`src/rtl/quotient_bcd.sv`:
```
// Binary quotient to packed BCD converter (double dabble, one step per clock).
// Define QUOTIENT_BCD_BLANK_EN to show leading zero digits as 4'hF.
module quotient_bcd #(
  parameter int Q_WIDTH = 27,
  parameter int DIGITS  = 9
) (
  input  logic                  i_clk,
  input  logic                  i_rst,
  input  logic [Q_WIDTH-1:0]    i_quotient,
  input  logic                  i_complete,
  input  logic                  i_overflow,
  output logic [4*DIGITS-1:0]   o_bcd,
  output logic                  o_valid,
  output logic                  o_busy,
  output logic                  o_overflow
);

  localparam int CW = $clog2(Q_WIDTH + 1);
  localparam logic [CW-1:0] LAST = CW'(Q_WIDTH - 1);

  typedef enum logic [1:0] {
    IDLE,
    SHIFT,
    DONE
  } state_t;

  state_t               state;
  logic                 comp_q;
  logic                 rise;
  logic                 ovf_r;
  logic [CW-1:0]        cnt;
  logic [Q_WIDTH-1:0]   bin_r;
  logic [4*DIGITS-1:0]  dig_r;
  logic [4*DIGITS-1:0]  dig_adj;
  logic [4*DIGITS-1:0]  dig_out;

  assign rise = i_complete & ~comp_q;

  // add-3 correction of every working digit before the shift
  always_comb begin
    dig_adj = dig_r;
    for (int i = 0; i < DIGITS; i++) begin
      if (dig_r[4*i +: 4] >= 4'd5)
        dig_adj[4*i +: 4] = dig_r[4*i +: 4] + 4'd3;
    end
  end

  // final digit presentation (optional leading-zero blanking)
`ifdef QUOTIENT_BCD_BLANK_EN
  always_comb begin
    logic lead;
    lead    = 1'b1;
    dig_out = dig_r;
    for (int i = DIGITS - 1; i >= 1; i--) begin
      if (lead && dig_r[4*i +: 4] == 4'd0)
        dig_out[4*i +: 4] = 4'hF;
      else
        lead = 1'b0;
    end
  end
`else
  always_comb begin
    dig_out = dig_r;
  end
`endif

  // control FSM, shift datapath and registered outputs
  always_ff @(posedge i_clk) begin
    if (i_rst) begin
      state      <= IDLE;
      comp_q     <= 1'b0;
      ovf_r      <= 1'b0;
      cnt        <= '0;
      bin_r      <= '0;
      dig_r      <= '0;
      o_bcd      <= '0;
      o_valid    <= 1'b0;
      o_busy     <= 1'b0;
      o_overflow <= 1'b0;
    end else begin
      comp_q  <= i_complete;
      o_valid <= 1'b0;
      unique case (state)
        IDLE: begin
          if (rise) begin
            bin_r  <= i_quotient;
            ovf_r  <= i_overflow;
            dig_r  <= '0;
            cnt    <= '0;
            o_busy <= 1'b1;
            state  <= i_overflow ? DONE : SHIFT;
          end
        end
        SHIFT: begin
          {dig_r, bin_r} <= {dig_adj, bin_r} << 1;
          cnt <= cnt + CW'(1);
          if (cnt == LAST)
            state <= DONE;
        end
        DONE: begin
          o_valid    <= 1'b1;
          o_overflow <= ovf_r;
          o_bcd      <= ovf_r ? {DIGITS{4'hE}} : dig_out;
          o_busy     <= 1'b0;
          state      <= IDLE;
        end
        default: begin
          o_busy <= 1'b0;
          state  <= IDLE;
        end
      endcase
    end
  end

endmodule

```
`config.mk`:
```
export PLATFORM = sky130hd
export DESIGN_NAME = quotient_bcd
export DESIGN_NICKNAME = d
export VERILOG_FILES = /design/src/rtl/quotient_bcd.sv
export SDC_FILE = /design/constraint.sdc
export NUM_CORES = 1
export LEC_CHECK = 0
export ABC_CLOCK_PERIOD_IN_PS = 4500
export CAP_MARGIN = 10
export CELL_PAD_IN_SITES_DETAIL_PLACEMENT = 0
export CELL_PAD_IN_SITES_GLOBAL_PLACEMENT = 1
export CORE_ASPECT_RATIO = 0.6
export CORE_UTILIZATION = 44
export DETAILED_ROUTE_END_ITERATION = 8
export GPL_TIMING_DRIVEN = 0
export HOLD_SLACK_MARGIN = 0.06
export PLACE_DENSITY_LB_ADDON = 0.1
export SYNTH_ARGS = -nofsm -noshare
export SYNTH_HDL_FRONTEND = slang
export SYNTH_SLANG_ARGS = --single-unit
```
`constraint.sdc`:
```
create_clock -name i_clk -period 4.5 [get_ports i_clk]
set_clock_uncertainty 0.1 [all_clocks]
set_input_delay 1.125 -clock i_clk [delete_from_list [all_inputs] [get_ports i_clk]]
set_output_delay 1.125 -clock i_clk [all_outputs]
set_load 0.05 [all_outputs]
```
==> results.md, run 1 <==
Pwr:
- The switching portion of total power is 0.267.
- For this design the total switching power over the nets is 595 uW.
- The total power is 2.23 mW.
- The ratio of total power to cell area is 354 nW/um2.
- The share of total power dissipated in sequential elements is 0.471.
- The share of total power dissipated in the clock network is 0.382.
- The combinational fraction of design power is 0.146.
- For this design the static power due to leakage is 2.28 nW.
- The worst IR drop on VDD is 201 uV.
- The internal power summed over all cells is 1.63 mW.

Final layout:
- In the layout the commonest cells are 111 x sky130_fd_sc_hd__dfxtp_1, 84 x sky130_fd_sc_hd__nand2_1, 68 x sky130_fd_sc_hd__clkdlybuf4s50_1, 67 x sky130_fd_sc_hd__nor3_1, 61 x sky130_fd_sc_hd__nor2_1.
- The final design area excluding fillers is 6290 um2.
- Compared with the post-synthesis result, the final layout area differs by 23.5%.
- Excluding fillers, the count of instances in the completed layout stands at 836.
- The fraction of layout instances using a drive strength above 1 is 0.0902.
- At the end of the flow the core is filled with cells to 0.557.
- For this run, the post-layout net count is 723.
- 0 antenna diodes ended up in the layout.
- After filler insertion, the fill cell instance count of the layout stands at 1040.
- The library cell used most frequently in the layout, excluding fill and tap cells, is sky130_fd_sc_hd__dfxtp_1.

Global routing:
- The met2 usage is 0.332.
- The total overflow left after global routing is 0.
- The maximum number of pins on one net before global-route repair is 17.
- Across every metal layer, demand over resource in global routing totals 0.241.
- After global routing, the most crowded layer is met1.
- For this run, global-route usage on met3 was measured as 0.0412.
- The initial antenna violation count came to 0.
- The fraction of met1 tracks used by global routing is 0.379.
- The number of global-route vias before repair is 4242.
- The global-route wire length before repair is 22500 um.

Hold path:
- The worst hold path belongs to the class register to register.
- The startpoint identified for the worst hold timing path is o_bcd[32]$_SDFFE_PP0P_.

Clocking:
- The number of gates resized after CTS was 0.
- The CTS tree is built.
- The cell at the root of the clock tree is sky130_fd_sc_hd__clkbuf_16.
- The clock passes through at most 2 buffers.
- The register clock-pin slew on the reported worst setup and hold paths is 70 ps.
- After clock tree synthesis, the setup repair step added 0 buffers.
- The total clock buffers created by CTS is 9.
- The number of hold buffers added after CTS was 0.
- The number of levels the H-tree was split into is 3.
- The later pin in the worst-skew pair is clocked with a latency of 350 ps.
- The TritonCTS sink count is 111.

STA:
- The setup total negative slack is 0 ps.
- Setup repair after global routing left no endpoint under its margin.
- Final hold analysis gives a worst-case slack of 353 ps.
- The routed design could run at a clock period as short as 2890 ps.
- The number of endpoints failing setup at the final stage is 0.
- Dividing the final minimum period by the clock period gives 0.642.
- Timing would allow up to 346 MHz.
- The number of max-slew violations in the final report is 0.
- The number of failing hold endpoints at the final stage was 0.
- The slew of the pin with the lowest slew margin is 735 ps.
- The worst relative slew slack is 0.507.
- After layout, the worst setup slack is 1610 ps.

Detailed routing:
- Once detail routing completed, the nets flagged for antenna violations numbered 0.
- The detailed router's first-iteration violation count is 243.
- Dividing the detail-routed wire length by the instance count gives 16.5 um.
- The via count normalized by instance count is 5.39.
- The total DRC errors in the routed layout is 0.
- The routed layout has 4509 vias.
- The aggregate routed wire length is 13800 um.
- The number of search-and-repair iterations in the first detailed-routing pass is 5.

Place:
- The area after detailed placement is 5980 um2.
- The HPWL after detailed placement is 9990 um.
- Port buffering added 68 buffers.
- The pre-CTS setup slack is 1280 ps.
- The total instance count after detailed placement is 821.
- The final weighted congestion in routability-driven placement is 0.851.

Die:
- After floorplanning, the core was sized to cover 11300 um2.
- Measured along the x axis, the die boundary spans 141 um.
- For this configuration, the core starts out at a cell density of 0.451.
- The die footprint is 12000 um2.
- The number of top-level pins is 70.
- The floorplan row count is 30.
- Measured along the y axis, the die boundary spans 85.4 um.

Yosys:
- The area share of the leading cell type in the synthesized netlist is 0.436.
- In this run, synthesis inferred 0 flip-flops with an integrated enable.
- After synthesis the cells add up to 5100 um2.
- The synthesized area per cell is 8.59 um2.
- The leading area contributor after synthesis is sky130_fd_sc_hd__dfxtp_1.
- The predominant post-synthesis flop cell is sky130_fd_sc_hd__dfxtp_1.
- Synthesis produced a netlist whose cell count is 593.
- The share of the Yosys chip area taken by registers is 0.436.
- The number of nets in the synthesized netlist is 644.
- The number of distinct library cells after synthesis is 37.
- The number of storage elements in the synthesis netlist is 111.
- By area the synthesized netlist is led by sky130_fd_sc_hd__dfxtp_1 44%, sky130_fd_sc_hd__a311oi_2 7.1%, sky130_fd_sc_hd__nor3_1 6.6%.
- Of all flip-flops after synthesis, the portion carrying an async set or reset was 0.
- The warning count from the yosys run is 0.

Setup path:
- Along the worst path, the maximum fanout reaches 10.
- Data on the critical path is required at its endpoint by 4600 ps.
- STA puts the critical path data arrival time at 2990 ps.
- The sort of element at the end of the critical path is a register.
- By startpoint and endpoint, the worst setup path is classified as primary input to register.
- In this run the worst setup path begins at i_complete.
- STA classifies the critical path startpoint as a primary input.
- The worst register-to-register path begins at state[1]$_SDFFE_PP0P_.

Job:
- The max-cap violation count is 0.

Outcome:
- The run finished with clean final reports.
worst max-delay path, cell delays in order:
cell and delay [ps]:
sky130_fd_sc_hd__clkdlybuf4s50_1 510, sky130_fd_sc_hd__nor4b_4 540, sky130_fd_sc_hd__nor2_1 140, sky130_fd_sc_hd__clkbuf_1 330
sky130_fd_sc_hd__o21ai_0 250, sky130_fd_sc_hd__a21oi_1 90
path summary, 6_finish.rpt:
kind         cells past startpoint  slack (ps)                       end
max reg2reg                      6        2350  dig_out[20]$_SDFFE_PP0P_
min reg2reg                      2         350    o_bcd[32]$_SDFFE_PP0P_
min                              2         350    o_bcd[32]$_SDFFE_PP0P_
max                              6        1610  dig_out[15]$_SDFFE_PP0P_
Yosys cell counts, types with 9 or more instances:
library cell,instances
sky130_fd_sc_hd__nand2b_1,12
sky130_fd_sc_hd__nor2_1,61
sky130_fd_sc_hd__o21ai_0,27
sky130_fd_sc_hd__nor3_1,67
sky130_fd_sc_hd__inv_1,19
sky130_fd_sc_hd__dfxtp_1,111
sky130_fd_sc_hd__clkbuf_1,19
sky130_fd_sc_hd__a21oi_1,34
sky130_fd_sc_hd__buf_2,12
sky130_fd_sc_hd__xnor2_1,9
sky130_fd_sc_hd__or3_1,9
sky130_fd_sc_hd__a311oi_2,24
sky130_fd_sc_hd__ha_1,20
sky130_fd_sc_hd__nand3_1,10
sky130_fd_sc_hd__nand2_1,84
sky130_fd_sc_hd__xor2_1,11
cell families (layout without fill, tap and decap cells):
logic type               after synthesis  after routing  share of synthesized area
AND/OR/NAND/NOR                      260            260                      0.237
AO/OA/AOI/OAI                        116            116                      0.184
flip-flops                           111            111                      0.436
buffers and inverters                 65            148                     0.0575
adder cells (fa/ha/maj)               20             20                     0.0491
XOR/XNOR                              20             20                     0.0344
multiplexers                           1              1                    0.00196
power groups by stage:
stage	clock [mW]	sequential, mW	combinational, mW
floorplan	0	1.11	0.176
global placement	0	1.07	0.321
detailed placement	0	1.07	0.326
CTS	0.860	1.05	0.326
global route	0.906	1.06	0.353
finish	0.853	1.05	0.326
layer usage:
metal  vias up  part of all wire
met1      2125              0.54
met5         -                 0
li1       2236                 -
met2       128              0.39
met3        20             0.054
met4         0             0.013
final cells by class:
type / count / area [um2] / area share
well taps: 160 / 200 / 0.0318
plain buffers: 45 / 218 / 0.0346
inverters: 20 / 75.1 / 0.0119
multi-input cells: 417 / 2580 / 0.410
clock inverters: 2 / 37.5 / 0.00596
flip-flops and latches: 111 / 2220 / 0.353
clock buffers: 13 / 280 / 0.0445
repair buffers: 68 / 681 / 0.108
state kept, by name (all words and copies together), names as in the netlist:
register and cells:
state 2, o_busy 1, o_bcd 36, ovf_r 1, o_overflow 1, cnt 5, dig_out 36, comp_q 1
bin_r 27, o_valid 1
(Power assumes the default switching activity.)
==> run 2: changes to the inputs <==
--- a/config.mk
+++ b/config.mk
@@ -5,12 +5,12 @@
 export SDC_FILE = /design/constraint.sdc
 export NUM_CORES = 1
 export LEC_CHECK = 0
-export ABC_CLOCK_PERIOD_IN_PS = 4500
+export ABC_CLOCK_PERIOD_IN_PS = 2500
 export CAP_MARGIN = 10
 export CELL_PAD_IN_SITES_DETAIL_PLACEMENT = 0
 export CELL_PAD_IN_SITES_GLOBAL_PLACEMENT = 1
 export CORE_ASPECT_RATIO = 0.6
-export CORE_UTILIZATION = 44
+export CORE_UTILIZATION = 37
 export DETAILED_ROUTE_END_ITERATION = 8
 export GPL_TIMING_DRIVEN = 0
 export HOLD_SLACK_MARGIN = 0.06
==> constraint.sdc (replaced) <==
create_clock -name i_clk -period 2.5 [get_ports i_clk]
set_clock_uncertainty 0.1 [all_clocks]
set_input_delay 0.625 -clock i_clk [delete_from_list [all_inputs] [get_ports i_clk]]
set_output_delay 0.625 -clock i_clk [all_outputs]
set_load 0.05 [all_outputs]
==> run 2 against run 1 <==
Net effect:
- die area increased by 19%
- setup slack lost 1400 ps
- core utilization is 7.6 points lower
- critical path depth decreased by 5
- worst hold slack worse by 0.53 ps
- critical endpoint is now o_bcd[11]
==> results.md, run 2 (synthesis gave the netlist of run 1 again) <==
Setup path:
- In this run the critical register-to-register path is launched from state[1]$_SDFFE_PP0P_.
- The signal on the critical path passes through clkdlybuf4s50_1.
- Among cell families on the critical path, the largest total delay comes from buffers and inverters.
- The peak per-stage delay on the critical path is 820 ps (+280 ps).
- The endpoint identified for the worst register-to-register timing path is dig_out[35]$_SDFFE_PP0P_.
- The worst reg-to-reg path cell count is 6 (unchanged).
- Among all stages on the critical path, the largest delay is contributed by sky130_fd_sc_hd__clkdlybuf4s50_1.
- The highest fanout seen on the critical path was 2 (-8).
- The kind of critical path is register to output port.
- The sort of element at the end of the critical path is an output port.
- The worst endpoint data arrival time is 1540 ps (-1450 ps).
- The worst setup path is launched from a register.
- The data required time at the worst endpoint is 1770 ps (-2830 ps).
- The count of buffering cells on the critical path with inverters included is 1 (-1).
- The register-to-register setup slack is 380 ps (-1970 ps).

Place:
- The final weighted congestion in routability-driven placement is 0.799 (-6.1%).
- The count of input and output buffers came to 68 (unchanged).
- The area after detailed placement is 5990 um2 (+0.21%).
- The total instance count after detailed placement is 831 (+1.2%).
- The HPWL after detailed placement came to 10500 um (+5.1%).

Detailed routing:
- The number of nets still failing antenna checks after routing came to 0 (unchanged).
- The via count normalized by instance count was 5.28 (-2.1%).
- The number of search-and-repair iterations in the first detailed-routing pass is 5 (unchanged).
- The detailed router's first-iteration violation count is 276 (+14%).
- The total DRC errors in the routed layout is 0 (unchanged).
- The total via count in the routed design was 4488 (-0.47%).
- The topmost layer with routed signal wires is met4.
- The routed length per instance came to 17.0 um (+3.3%).
- The aggregate routed wire length is 14500 um (+5.0%).
- The met2 wire length was 5800 um (+7.0%).
- The total routed wire length on the met1 layer was 7860 um (+5.6%).
- The routed length on met3 was 689 um (-6.6%).

Clocking:
- The clock insertion delay at the later pin of the skew report is 350 ps (about the same).
- The count of hold-fix buffers inserted at cts is 0 (unchanged).
- The total clock buffers created by CTS is 9 (unchanged).
- The number of levels the H-tree was split into was 3 (unchanged).
- The cell at the root of the clock tree is sky130_fd_sc_hd__clkbuf_16.
- The maximum root-to-sink buffer count is 2 (unchanged).
- The register clock-pin slew on the reported worst setup and hold paths was 70 ps (about the same).
- The CTS tree is built.
- The TritonCTS sink count is 111 (unchanged).

Global routing:
- The global-route total usage across every layer is 0.214 (-0.0269).
- The initial antenna violation count is 0 (unchanged).
- The global-route wire length before repair is 23600 um (+5.0%).
- The maximum number of pins on one net before global-route repair is 19 (+2).
- The number of global-route vias before repair is 4339 (+2.3%).
- The remaining global-route overflow is 0 (unchanged).

Final layout:
- The fraction of layout instances using a drive strength above 1 was 0.0956 (+0.00535).
- The final design area excluding fillers came to 6320 um2 (+0.40%).
- The library cell used most frequently in the layout, excluding fill and tap cells, is sky130_fd_sc_hd__dfxtp_1.
- The final non-filler cell total came to 850 (+1.7%).
- The final core utilization came to 0.481 (-0.0759).
- The area growth from synthesis to layout is 24.0%.
- The library cells used most frequently in the layout, excluding fill and tap cells, are 111 x sky130_fd_sc_hd__dfxtp_1, 84 x sky130_fd_sc_hd__nand2_1, 68 x sky130_fd_sc_hd__clkdlybuf4s50_1, 67 x sky130_fd_sc_hd__nor3_1, 61 x sky130_fd_sc_hd__nor2_1.
- The number of diodes added for antenna fixing is 0 (unchanged).
- The layout net count is 727 (+0.55%).

Die:
- The placeable core region is 13100 um2 (+16%).
- The initial core utilization came to 0.388 (-0.0630).
- The die footprint is 14300 um2 (+19%).
- The vertical die dimension is 92.9 um (+8.8%).
- The number of top-level pins came to 70 (unchanged).
- The floorplan row count came to 32 (+6.7%).
- The die boundary width is 154 um (+8.9%).

Pwr:
- The leakage power total is 2.29 nW (+0.42%).
- The ratio of total power to cell area is 628 nW/um2 (+77%).
- The worst IR drop on VDD is 318 uV (+58%).

Hold path:
- The number of stages on the worst hold path is 2 (unchanged).
- In this run the worst hold path is classified as register to register.
- The end point of the most critical hold path is o_bcd[8]$_SDFFE_PP0P_.
- The worst hold path begins at o_bcd[8]$_SDFFE_PP0P_.

STA:
- The slew of the pin with the lowest slew margin is 777 ps (+41.9 ps).
- The worst hold slack across all endpoints came to 352 ps (-0.532 ps).
- The minimum clock period after layout is 2260 ps.
- The number of max-slew violations in the final report was 0 (unchanged).
- The number of endpoints failing setup at the final stage was 0 (unchanged).
- The setup total negative slack was 0 ps (unchanged).
- Setup repair after global routing left no endpoint under its margin.
- The number of failing hold endpoints at the final stage came to 0 (unchanged).
- In the finished design, the share of the clock period the worst path needs comes to 0.904.
- The worst relative slew slack is 0.482 (-0.0253).
- Derived from the worst setup path, the maximum achievable clock frequency is 442 MHz.

Outcome:
- The flow ran to the end, and the final reports show no timing, DRC or antenna violations.

Job:
- The max-cap violation count is 0 (unchanged).
[run 2: changes by cell type in the layout (fill, tap and decap cells not counted), sizes merged]
cell,before,now
buf,26,30
clkbuf,32,28
clkinv,1,3
inv,19,21
[run 2: repair_timing]
| action | CTS | global route |
|---|---|---|
| endpoints found under the setup margin | 0 | 9 |
| gates resized for setup | 0 | 1 |
| setup buffers | 0 | 4 |
[run 2: through the flow]
step	setup WS [ps]	power, mW
after floorplan	653	2.32
after global placement	-191	2.51
after detailed placement	-220	2.53
after CTS	163	3.98
after global routing	56.7	4.13
final	240	3.97
[run 2: how the worst max path moves through the flow]
stage / start / endpoint / slack [ps] / cells after the start
after global placement: i_complete / dig_out[27]$_SDFFE_PP0P_ / -190 / 6
after global routing: i_rst / dig_out[17]$_SDFFE_PP0P_ / 60 / 5
after CTS: i_complete / dig_out[11]$_SDFFE_PP0P_ / 160 / 6
after floorplan: i_complete / dig_out[10]$_SDFFE_PP0P_ / 650 / 5
final: o_bcd[11]$_SDFFE_PP0P_ / o_bcd[11] / 240 / 1
after detailed placement: i_complete / dig_out[19]$_SDFFE_PP0P_ / -220 / 6
[run 2: worst min-delay path: stages (launching register included)]
cell and delay [ps]:
sky130_fd_sc_hd__dfxtp_1 310, sky130_fd_sc_hd__nand2_1 50, sky130_fd_sc_hd__a21oi_1 50
[run 2: area by class of cell]
cell class / count / area, um2
Buffer: 45 / 218
Multi-Input combinational cell: 417 / 2590
Timing Repair Buffer: 72 / 711
Clock buffer: 9 / 225
Fill cell: 1285 / 6810
Clock inverter: 6 / 68.8
Inverter: 20 / 75.1
Sequential cell: 111 / 2220
Tap cell: 170 / 213
[run 2: routing by layer]
layer	track usage	up-vias
met2	0.302	103
li1	-	2244
met3	0.0393	11
met4	0.0492	0
met1	0.330	2130
met5	0	-
[run 2: power by group]
group,switching [mW],internal (mW)
sequential,0.0460,1.85
clock,0.692,0.780
combinational,0.382,0.221
total,1.12,2.85
